## config.mk

```make
export PLATFORM = sky130hd
export DESIGN_NAME = snn_neuron_core
export DESIGN_NICKNAME = d
export VERILOG_FILES = /design/src/rtl/snn_neuron_core.sv
export SDC_FILE = /design/constraint.sdc
export NUM_CORES = 1
export LEC_CHECK = 0
export ABC_CLOCK_PERIOD_IN_PS = 8500
export BUFFER_PORTS_ARGS = -buffer_cell sky130_fd_sc_hd__buf_2
export CAP_MARGIN = 25
export CORE_ASPECT_RATIO = 0.8
export CORE_UTILIZATION = 63
export DETAILED_ROUTE_END_ITERATION = 8
export GPL_ROUTABILITY_DRIVEN = 0
export HOLD_SLACK_MARGIN = 0.02
export PLACE_DENSITY_LB_ADDON = 0.3
export SLEW_MARGIN = 20
export SYNTH_ARGS = -nofsm -noshare
export SYNTH_HDL_FRONTEND = slang
export SYNTH_SLANG_ARGS = --single-unit
```

## constraint.sdc

```tcl
create_clock -name clk -period 8.5 [get_ports clk]
set_input_delay 1.7 -clock clk [delete_from_list [all_inputs] [get_ports clk]]
set_output_delay 1.7 -clock clk [all_outputs]
set_load 0.05 [all_outputs]
```

## src/rtl/snn_neuron_core.sv

```systemverilog
// Integrate-and-fire neuron: periodic pixel snapshot, serial weighted accumulation
// with saturation, then threshold fire or leak, plus a running spike counter.
module snn_neuron_core #(
    parameter int N_IN        = 7,
    parameter int W_WIDTH     = 9,
    parameter int ACC_WIDTH   = 16,
    parameter int STIM_PERIOD = 16,
    parameter int LEAK_SHIFT  = 0
) (
    input  logic                        clk,
    input  logic                        rst,
    input  logic                        en,
    input  logic [N_IN-1:0]             pixels,
    input  logic                        w_we,
    input  logic [$clog2(N_IN)-1:0]     w_addr,
    input  logic signed [W_WIDTH-1:0]   w_data,
    input  logic signed [ACC_WIDTH-1:0] threshold,
    output logic                        busy,
    output logic                        neuron_out,
    output logic                        frame_done,
    output logic signed [ACC_WIDTH-1:0] potential,
    output logic [15:0]                 spike_count
);
    localparam int AW = $clog2(N_IN);
    localparam int CW = (STIM_PERIOD > 1) ? $clog2(STIM_PERIOD) : 1;
    localparam logic [AW-1:0] LAST_IDX = AW'(N_IN - 1);
    localparam logic [CW-1:0] LAST_CNT = CW'(STIM_PERIOD - 1);
    localparam logic signed [ACC_WIDTH-1:0] ACC_MAX = {1'b0, {(ACC_WIDTH-1){1'b1}}};
    localparam logic signed [ACC_WIDTH-1:0] ACC_MIN = {1'b1, {(ACC_WIDTH-1){1'b0}}};

    // A frame must finish before the next tick can start another one.
    generate
        if (STIM_PERIOD < N_IN + 2) begin : g_bad_period
            $error("snn_neuron_core: STIM_PERIOD must be >= N_IN+2");
        end
    endgenerate

    typedef enum logic [1:0] {IDLE, ACCUM, FIRE} state_t;

    state_t                      state;
    logic [CW-1:0]               tick_cnt;
    logic                        tick;
    logic [N_IN-1:0]             snap;
    logic [AW-1:0]               idx;
    logic signed [W_WIDTH-1:0]   weights [N_IN];
    logic signed [ACC_WIDTH:0]   sum_wide;
    logic signed [ACC_WIDTH-1:0] sum_sat;
    logic signed [ACC_WIDTH-1:0] leaked;

    assign tick = en && (tick_cnt == LAST_CNT);

    always_ff @(posedge clk) begin
        if (!rst) begin
            tick_cnt <= '0;
        end else if (en) begin
            tick_cnt <= (tick_cnt == LAST_CNT) ? '0 : tick_cnt + CW'(1);
        end
    end

    // Out-of-range addresses are dropped rather than aliased onto a real weight.
    always_ff @(posedge clk) begin
        if (!rst) begin
            for (int i = 0; i < N_IN; i++) begin
                weights[i] <= '0;
            end
        end else if (w_we && (w_addr <= LAST_IDX)) begin
            weights[w_addr] <= w_data;
        end
    end

    // One guard bit catches overflow; clamp instead of wrapping.
    always_comb begin
        sum_wide = (ACC_WIDTH+1)'(potential) + (ACC_WIDTH+1)'(weights[idx]);
        if (sum_wide[ACC_WIDTH] != sum_wide[ACC_WIDTH-1]) begin
            sum_sat = sum_wide[ACC_WIDTH] ? ACC_MIN : ACC_MAX;
        end else begin
            sum_sat = sum_wide[ACC_WIDTH-1:0];
        end
    end

    always_comb begin
        if (LEAK_SHIFT == 0) begin
            leaked = potential;
        end else begin
            leaked = potential - (potential >>> LEAK_SHIFT);
        end
    end

    always_ff @(posedge clk) begin
        if (!rst) begin
            state       <= IDLE;
            snap        <= '0;
            idx         <= '0;
            busy        <= 1'b0;
            neuron_out  <= 1'b0;
            frame_done  <= 1'b0;
            potential   <= '0;
            spike_count <= '0;
        end else begin
            neuron_out <= 1'b0;
            frame_done <= 1'b0;
            case (state)
                IDLE: begin
                    if (tick) begin
                        snap  <= pixels;
                        idx   <= '0;
                        busy  <= 1'b1;
                        state <= ACCUM;
                    end
                end
                ACCUM: begin
                    if (snap[idx]) begin
                        potential <= sum_sat;
                    end
                    if (idx == LAST_IDX) begin
                        state <= FIRE;
                    end else begin
                        idx <= idx + AW'(1);
                    end
                end
                FIRE: begin
                    if (potential >= threshold) begin
                        potential   <= '0;
                        neuron_out  <= 1'b1;
                        spike_count <= spike_count + 16'd1;
                    end else begin
                        potential <= leaked;
                    end
                    frame_done <= 1'b1;
                    busy       <= 1'b0;
                    state      <= IDLE;
                end
                default: begin
                    busy  <= 1'b0;
                    state <= IDLE;
                end
            endcase
        end
    end
endmodule

```

==> reports/results.tsv, run 1 <==
stage	metric	value	unit
yosys	yosysWarnings	0	
yosys	synthXorXnorAreaFrac	1.86	%
yosys	syn-cell-area	6610	um2
detailed_routing	firstDrtPassIters	5	
yosys	synth_cell_types	65	
clock_network	cts_tree	yes	
sta	fmax	235	MHz
setup_path	cp_top_family	compound AO/OA/AOI/OAI gates	
clock_network	htree_levels	4	
yosys	synth_fa_ha_area_share	7.12	%
clock_network	clkLatencyLatePin	0.41	ns
clock_network	post_cts_buffers	0	
detailed_routing	drc	0	
final_layout	area_growth	16.2	%
placed_design	dp.cells	809	
yosys	synth_compound_area_share	11.6	%
placed_design	dpl_cell_area	7100	um2
final_layout	final.fill_count	714	
final_layout	num_antenna_cells	0	
setup_path	r2r-end	potential[1]	
yosys	synthArstFlopShare	0	%
sta	tightest_slew	0.938	ns
flow_run	cap_violations	0	
min_path	min_path_cells	2	
sta	setup_ws	4.25	ns
yosys	synth_flop_cell	edfxtp_1	
final_layout	layout_common_cells	buf_2 (73), dfxtp_1 (63), edfxtp_1 (63)	
min_path	holdPathEnd	spike_count[15]	
yosys	synth_edf_count	63	
setup_path	required	8.80	ns
detailed_routing	ant_nets	0	
floorplanning	die_w	116	um
setup_path	crit_path_start_kind	flip-flop	
floorplanning	num_rows	33	
outcome	status	finished, final reports clean	
final_layout	drive_above_1_share	21.8	%
sta	hold_viol	0	
clock_network	root_buffer	clkbuf_16	
floorplanning	die_area	10900	um2
final_layout	final_nets	765	
global_routing	grt_pass1_vias	4975	
yosys	synth-seq-area-share	47.7	%
yosys	ys_ff_latch	126	
setup_path	crit_slowest_cell	dfxtp_1	
floorplanning	coreArea	10200	um2
sta	fin_crit_sh	50.0	%
final_layout	final_common_cell	buf_2	
yosys	synth_top_family_by_area	simple AND/OR/NAND/NOR gates	
clock_network	cts_made_buffers	17	
setup_path	crit_type	flip-flop to flip-flop	
sta	period_needed	4.25	ns
detailed_routing	post_drt_via_cell_ratio	6.04	
power_and_ir_drop	total_power	1.43	mW
floorplanning	ios	74	
setup_path	path_buf_inv	0	
clock_network	clock_sinks	126	
setup_path	crit_chain	mux4_2, mux2_2, ha_1, fa_1, a211oi_2, o21ai_1, a211oi_1, o31a_1, o31a_1, nand2_2, a221o_2	
yosys	netlist_instances	606	
min_path	hp-start	spike_count[15]	
power_and_ir_drop	ir_worst_vdd	0.000210	V
global_routing	grt_start_max_net_pins	61	
sta	setup_violations	0	
floorplanning	dieHeight	93.6	um
sta	slew_headroom	37.4	%
sta	rsz0062_at_grt	no	
detailed_routing	wl	15.3	mm
power_and_ir_drop	p_leak	3.10	nW
global_routing	grt_usage	29.5	%
detailed_routing	drt_iter0_drc	461	
yosys	syn_area_per_cell	10.9	um2
global_routing	antenna_found_initial	0	
final_layout	instances_no_fill	842	
clock_network	cts_hold_buf	0	
sta	skew	0.00665	ns
clock_network	path_clk_slew	0.05	ns
clock_network	cts.path.max_buffers	2	
yosys	synth_mux_area_share	10.7	%
setup_path	path_max_fanout	18	
setup_path	worst_ep_arrival_time	4.54	ns
final_layout	fin_area	7670	um2
final_layout	final_util	75.0	%
setup_path	r2r_cells	11	
floorplanning	start_util	64.5	%
setup_path	cp-end-kind	flip-flop	
detailed_routing	vias	5084	
sta	holdWs	0.482	ns
setup_path	r2r_setup_slack	4.25	ns
detailed_routing	post_drt_wl_per_cell	18.2	um
setup_path	path_common_cell	o31a_1	
sta	slew_violations	0	
power_and_ir_drop	power_density	187	nW/um2
setup_path	max_stage_delay	0.93	ns
placed_design	dp_slack	4.33	ns
sta	setup_tns	0	ns
yosys	synthSimpleGateAreaFrac	17.5	%
min_path	hold_path.class	flip-flop to flip-flop	
clock_network	post_cts_resized	0	
global_routing	grt_pass1_wl	24.1	mm
placed_design	dp_hpwl	10.5	mm
global_routing	grt-ovfl-total	0	
placed_design	io_buffers	73	
[worst max path at each step]
stage / from / end / depth (start not counted)
5_1_grt: flip-flop / potential[1] / 11
3_3_place_gp: threshold[5] / potential[12] / 11
4_1_cts: flip-flop / potential[1] / 11
2_1_floorplan: flip-flop / potential[1] / 14
3_5_place_dp: threshold[7] / potential[13] / 11
6_report: flip-flop / potential[1] / 11
[layout make-up]
class                           instances  area (um2)  share of cell area, %
Multi-Input combinational cell        434        3260                   42.5
Sequential cell                       126        3150                   41.1
Clock buffer                           20         437                   5.69
Timing Repair Buffer                   79         410                   5.35
Tap cell                              140         175                   2.28
Clock inverter                         12         123                   1.60
Inverter                               31         116                   1.52
[worst min-delay path, stage by stage (launching register included)]
cell,delay [ns]
dfxtp_1,0.32
nand2_1,0.06
mux2i_1,0.05
[state kept, by name, summed over array words and instances (netlist names), named ones only]
register and count:
spike_count 16, idx 3, state 2, snap 7, potential 16, weights 72
frame_done 1, neuron_out 1, busy 1, tick_cnt 4
[cells in the mapped netlist (2+ instances only)]
cell / n / share of area (%)
a211oi_1: 2 / 0.23
a21boi_0: 7 / 0.80
a21o_1: 6 / 0.68
a21oi_1: 24 / 1.8
a221o_1: 11 / 1.7
a221o_2: 5 / 0.85
and2_1: 16 / 1.5
and2b_2: 2 / 0.27
and3_1: 3 / 0.28
buf_1: 3 / 0.17
buf_2: 3 / 0.23
buf_6: 3 / 0.51
clkbuf_1: 14 / 0.80
dfxtp_1: 63 / 19
edfxtp_1: 63 / 29
ha_1: 36 / 6.8
inv_1: 31 / 1.8
mux2_2: 9 / 1.5
mux2i_1: 18 / 2.7
mux4_2: 19 / 6.5
nand2_1: 57 / 3.2
nand2b_1: 13 / 1.2
nand3_1: 11 / 0.83
nand3b_1: 3 / 0.34
nand4_1: 9 / 0.85
nor2_1: 62 / 3.5
nor2b_1: 14 / 1.3
nor3_1: 7 / 0.53
nor3b_1: 2 / 0.23
nor4_1: 7 / 0.66
o211ai_1: 5 / 0.57
o21a_1: 2 / 0.23
o21ai_0: 14 / 1.1
o31a_1: 4 / 0.53
o31ai_1: 5 / 0.57
or3_1: 6 / 0.57
or4_1: 5 / 0.57
or4b_1: 3 / 0.45
xnor2_1: 9 / 1.2
xor2_1: 5 / 0.66
[where the power goes]
group	switching, mW	internal (mW)
clock network	0.257	0.427
logic	0.0499	0.0324
registers	0.00732	0.660
[per-layer routing]
layer / wire length, um / track usage (%) / part of all wire (%)
met5: 0 / 0 / 0
met4: 259 / 11.2 / 1.7
met3: 980 / 6.42 / 6.4
met2: 7580 / 49.6 / 49
met1: 6500 / 37.2 / 42
[cell families after synthesis]
family          after synthesis
compound gates              101
xor+xnor                     14
fa+ha+maj                    37
buf+inv                      54
flops                       126
mux                          46
other cells                   1
simple gates                227
(Power assumes the default switching activity.)
==> run 2, diff against run 1 <==
Settings changed: ABC_CLOCK_PERIOD_IN_PS 8500 to 3400, CORE_UTILIZATION 63 to 53.
Clock period 8.5 ns to 3.4 ns, I/O delays scaled along.
==> reports/results.tsv, run 2 (synthesis results as in run 1) <==
stage	metric	value	unit	change
outcome	status	finished, violations left		
outcome	violations	negative setup slack		
detailed_routing	post_drt_wl_per_cell	18.3	um	+0.54%
placed_design	dpl_cell_area	7380	um2	+4.0%
final_layout	largest_reg_flops	72		unchanged
sta	slew_headroom	62.3	%	+25 points
final_layout	reg_top3	weights: 72 flops, potential: 16 flops, spike_count: 16 flops		
power_and_ir_drop	switching_power	0.832	mW	+160%
final_layout	top_register	weights		
clock_network	cts.path.max_buffers	2		unchanged
power_and_ir_drop	internal_power	2.97	mW	+170%
floorplanning	die_area	12900	um2	+18%
clock_network	cts_tree	yes		
floorplanning	die_w	127	um	+8.9%
setup_path	cp_top_family	compound AO/OA/AOI/OAI gates		
setup_path	cp-end-kind	flip-flop		
final_layout	final_nets	811		+6.0%
sta	fmax	284	MHz	+21%
setup_path	max_stage_delay	0.50	ns	-0.43 ns
global_routing	grt_pass1_vias	5258		+5.7%
floorplanning	dieHeight	102	um	+8.8%
detailed_routing	vias	5303		+4.3%
clock_network	cts_made_buffers	17		unchanged
setup_path	r2r-end	potential[2]		
clock_network	clkLatencyLatePin	0.42	ns	about the same
setup_path	crit_slowest_cell	mux4_2		
sta	skew	0.00722	ns	+0.000571 ns
sta	period_needed	3.52	ns	-0.726 ns
min_path	min_path_cells	2		unchanged
setup_path	crit_type	flip-flop to flip-flop		
power_and_ir_drop	clkPwrFrac	50.0	%	+2.3 points
final_layout	drive_above_1_share	29.5	%	+7.8 points
sta	fin_crit_sh	104	%	+54 points
floorplanning	num_rows	36		+9.1%
final_layout	final_common_cell	buf_2		
setup_path	r2r_setup_slack	-0.12	ns	-4.37 ns
clock_network	htree_levels	4		unchanged
final_layout	fin_area	8360	um2	+8.9%
placed_design	dp_slack	-0.182	ns	-4.51 ns
detailed_routing	post_drt_via_cell_ratio	5.89		-2.4%
power_and_ir_drop	power_density	456	nW/um2	+140%
setup_path	path_max_fanout	8		-10
power_and_ir_drop	p_seq_share	43.8	%	-2.7 points
min_path	hp-start	spike_count[15]		
sta	rsz0062_at_grt	yes		
power_and_ir_drop	switching_share	21.9	%	-0.060 points
detailed_routing	ant_nets	0		unchanged
power_and_ir_drop	ir_worst_vdd	0.000354	V	+69%
min_path	hold_path.class	flip-flop to flip-flop		
detailed_routing	firstDrtPassIters	5		unchanged
placed_design	dp_hpwl	11.0	mm	+5.1%
placed_design	io_buffers	73		unchanged
global_routing	grt-ovfl-total	0		unchanged
detailed_routing	drc	0		unchanged
global_routing	grt_start_max_net_pins	59		-3.3%
sta	tightest_slew	0.566	ns	-0.372 ns
detailed_routing	drt_iter0_drc	489		+6.1%
sta	setup_violations	15		+15
clock_network	path_clk_slew	0.06	ns	about the same
setup_path	r2r_cells	13		+2
global_routing	grt_usage	26.5	%	-3.0 points
power_and_ir_drop	p_leak	3.40	nW	+9.8%
power_and_ir_drop	total_power	3.81	mW	+170%
final_layout	num_antenna_cells	0		unchanged
floorplanning	start_util	54.3	%	-10 points
clock_network	root_buffer	clkbuf_16		
power_and_ir_drop	comb_power_share	6.2	%	+0.5 points
sta	slew_violations	0		unchanged
setup_path	crit_chain	buf_12, mux4_2, mux2_4, ha_4, fa_2, a211oi_2, o21ai_2, a211oi_2, o31a_1, o31a_1, buf_6, nand2_4, a221o_1		
setup_path	required	3.70	ns	-5.10 ns
clock_network	clock_sinks	126		unchanged
final_layout	final.fill_count	857		+20%
final_layout	layout_common_cells	buf_2 (73), edfxtp_1 (63), nor2_1 (62), dfxtp_1 (62), nand2_1 (57)		
global_routing	antenna_found_initial	0		unchanged
global_routing	grt_pass1_wl	25.7	mm	+6.4%
min_path	holdPathEnd	spike_count[15]		
final_layout	area_growth	26.5	%	
sta	hold_viol	0		unchanged
flow_run	cap_violations	0		unchanged
setup_path	crit_path_start_kind	flip-flop		
setup_path	path_buf_inv	2		+2
sta	setup_ws	-0.123	ns	-4.37 ns
setup_path	worst_ep_arrival_time	3.82	ns	-0.72 ns
floorplanning	ios	74		unchanged
floorplanning	coreArea	12200	um2	+19%
detailed_routing	wl	16.5	mm	+7.5%
-- run 2: per-stage QoR --
step	setup TNS, ns	cells	utilization [%]	hold WS (ns)
2_1_floorplan	-0.0557	614	-	0.463
3_3_place_gp	-0.210	848	60.6	0.448
3_5_place_dp	-2.31	849	60.7	0.464
4_1_cts	-0.515	896	68.2	0.473
5_1_grt	-3.11	900	68.7	0.484
6_report	-1.34	900	68.7	0.472
-- run 2: tightest hold or removal path, delay by kind of cell, from the launching register on --
kind / cells / cell delay [ns]
flip-flops: 1 / 0.31
multiplexers: 1 / 0.06
AND/OR/NAND/NOR: 1 / 0.05
-- run 2: how the worst max path moves through the flow --
stage | to | slack [ns] | cells after the start
after CTS | potential[1] | -0.07 | 12
after floorplan | potential[1] | -0.03 | 14
after detailed placement | potential[12] | -0.18 | 12
after global routing | potential[2] | -0.24 | 13
final | potential[2] | -0.12 | 13
after global placement | potential[0] | -0.04 | 10
-- run 2: power groups by stage --
| stage | Combinational (mW) | Sequential, mW | Clock [mW] |
|---|---|---|---|
| global route | 0.255 | 1.67 | 1.98 |
| global placement | 0.206 | 1.70 | 0 |
| CTS | 0.228 | 1.67 | 1.92 |
| floorplan | 0.134 | 1.69 | 0 |
| finish | 0.235 | 1.67 | 1.90 |
| detailed placement | 0.216 | 1.70 | 0 |
-- run 2: metal layers --
metal | routed length, um | GRT usage, % | vias to the layer above
met1 | 6730 | 31.0 | 2531
li1 | - | - | 2504
met3 | 1140 | 7.23 | 41
met4 | 402 | 11.1 | 0
met2 | 8200 | 46.6 | 227
met5 | 0 | 0 | -
-- run 2: what timing repair did --
| action | 4_1_cts | 5_1_grt |
|---|---|---|
| gates cloned | 3 | 0 |
| hold buffers | 0 | 0 |
| pin swaps | 10 | 6 |
| setup buffers | 12 | 5 |
| gates resized for setup | 25 | 5 |
| setup endpoints to repair | 15 | 15 |
-- run 2: area by class of cell --
| class | count | area, um2 | area share (%) |
|---|---|---|---|
| inverter | 31 | 116 | 1.39 |
| sequential | 126 | 3160 | 37.8 |
| multi-input combinational | 436 | 3460 | 41.4 |
| timing repair buffer | 123 | 815 | 9.75 |
| clock inverter | 14 | 193 | 2.31 |
| tap | 152 | 190 | 2.28 |
| clock buffer | 18 | 429 | 5.13 |
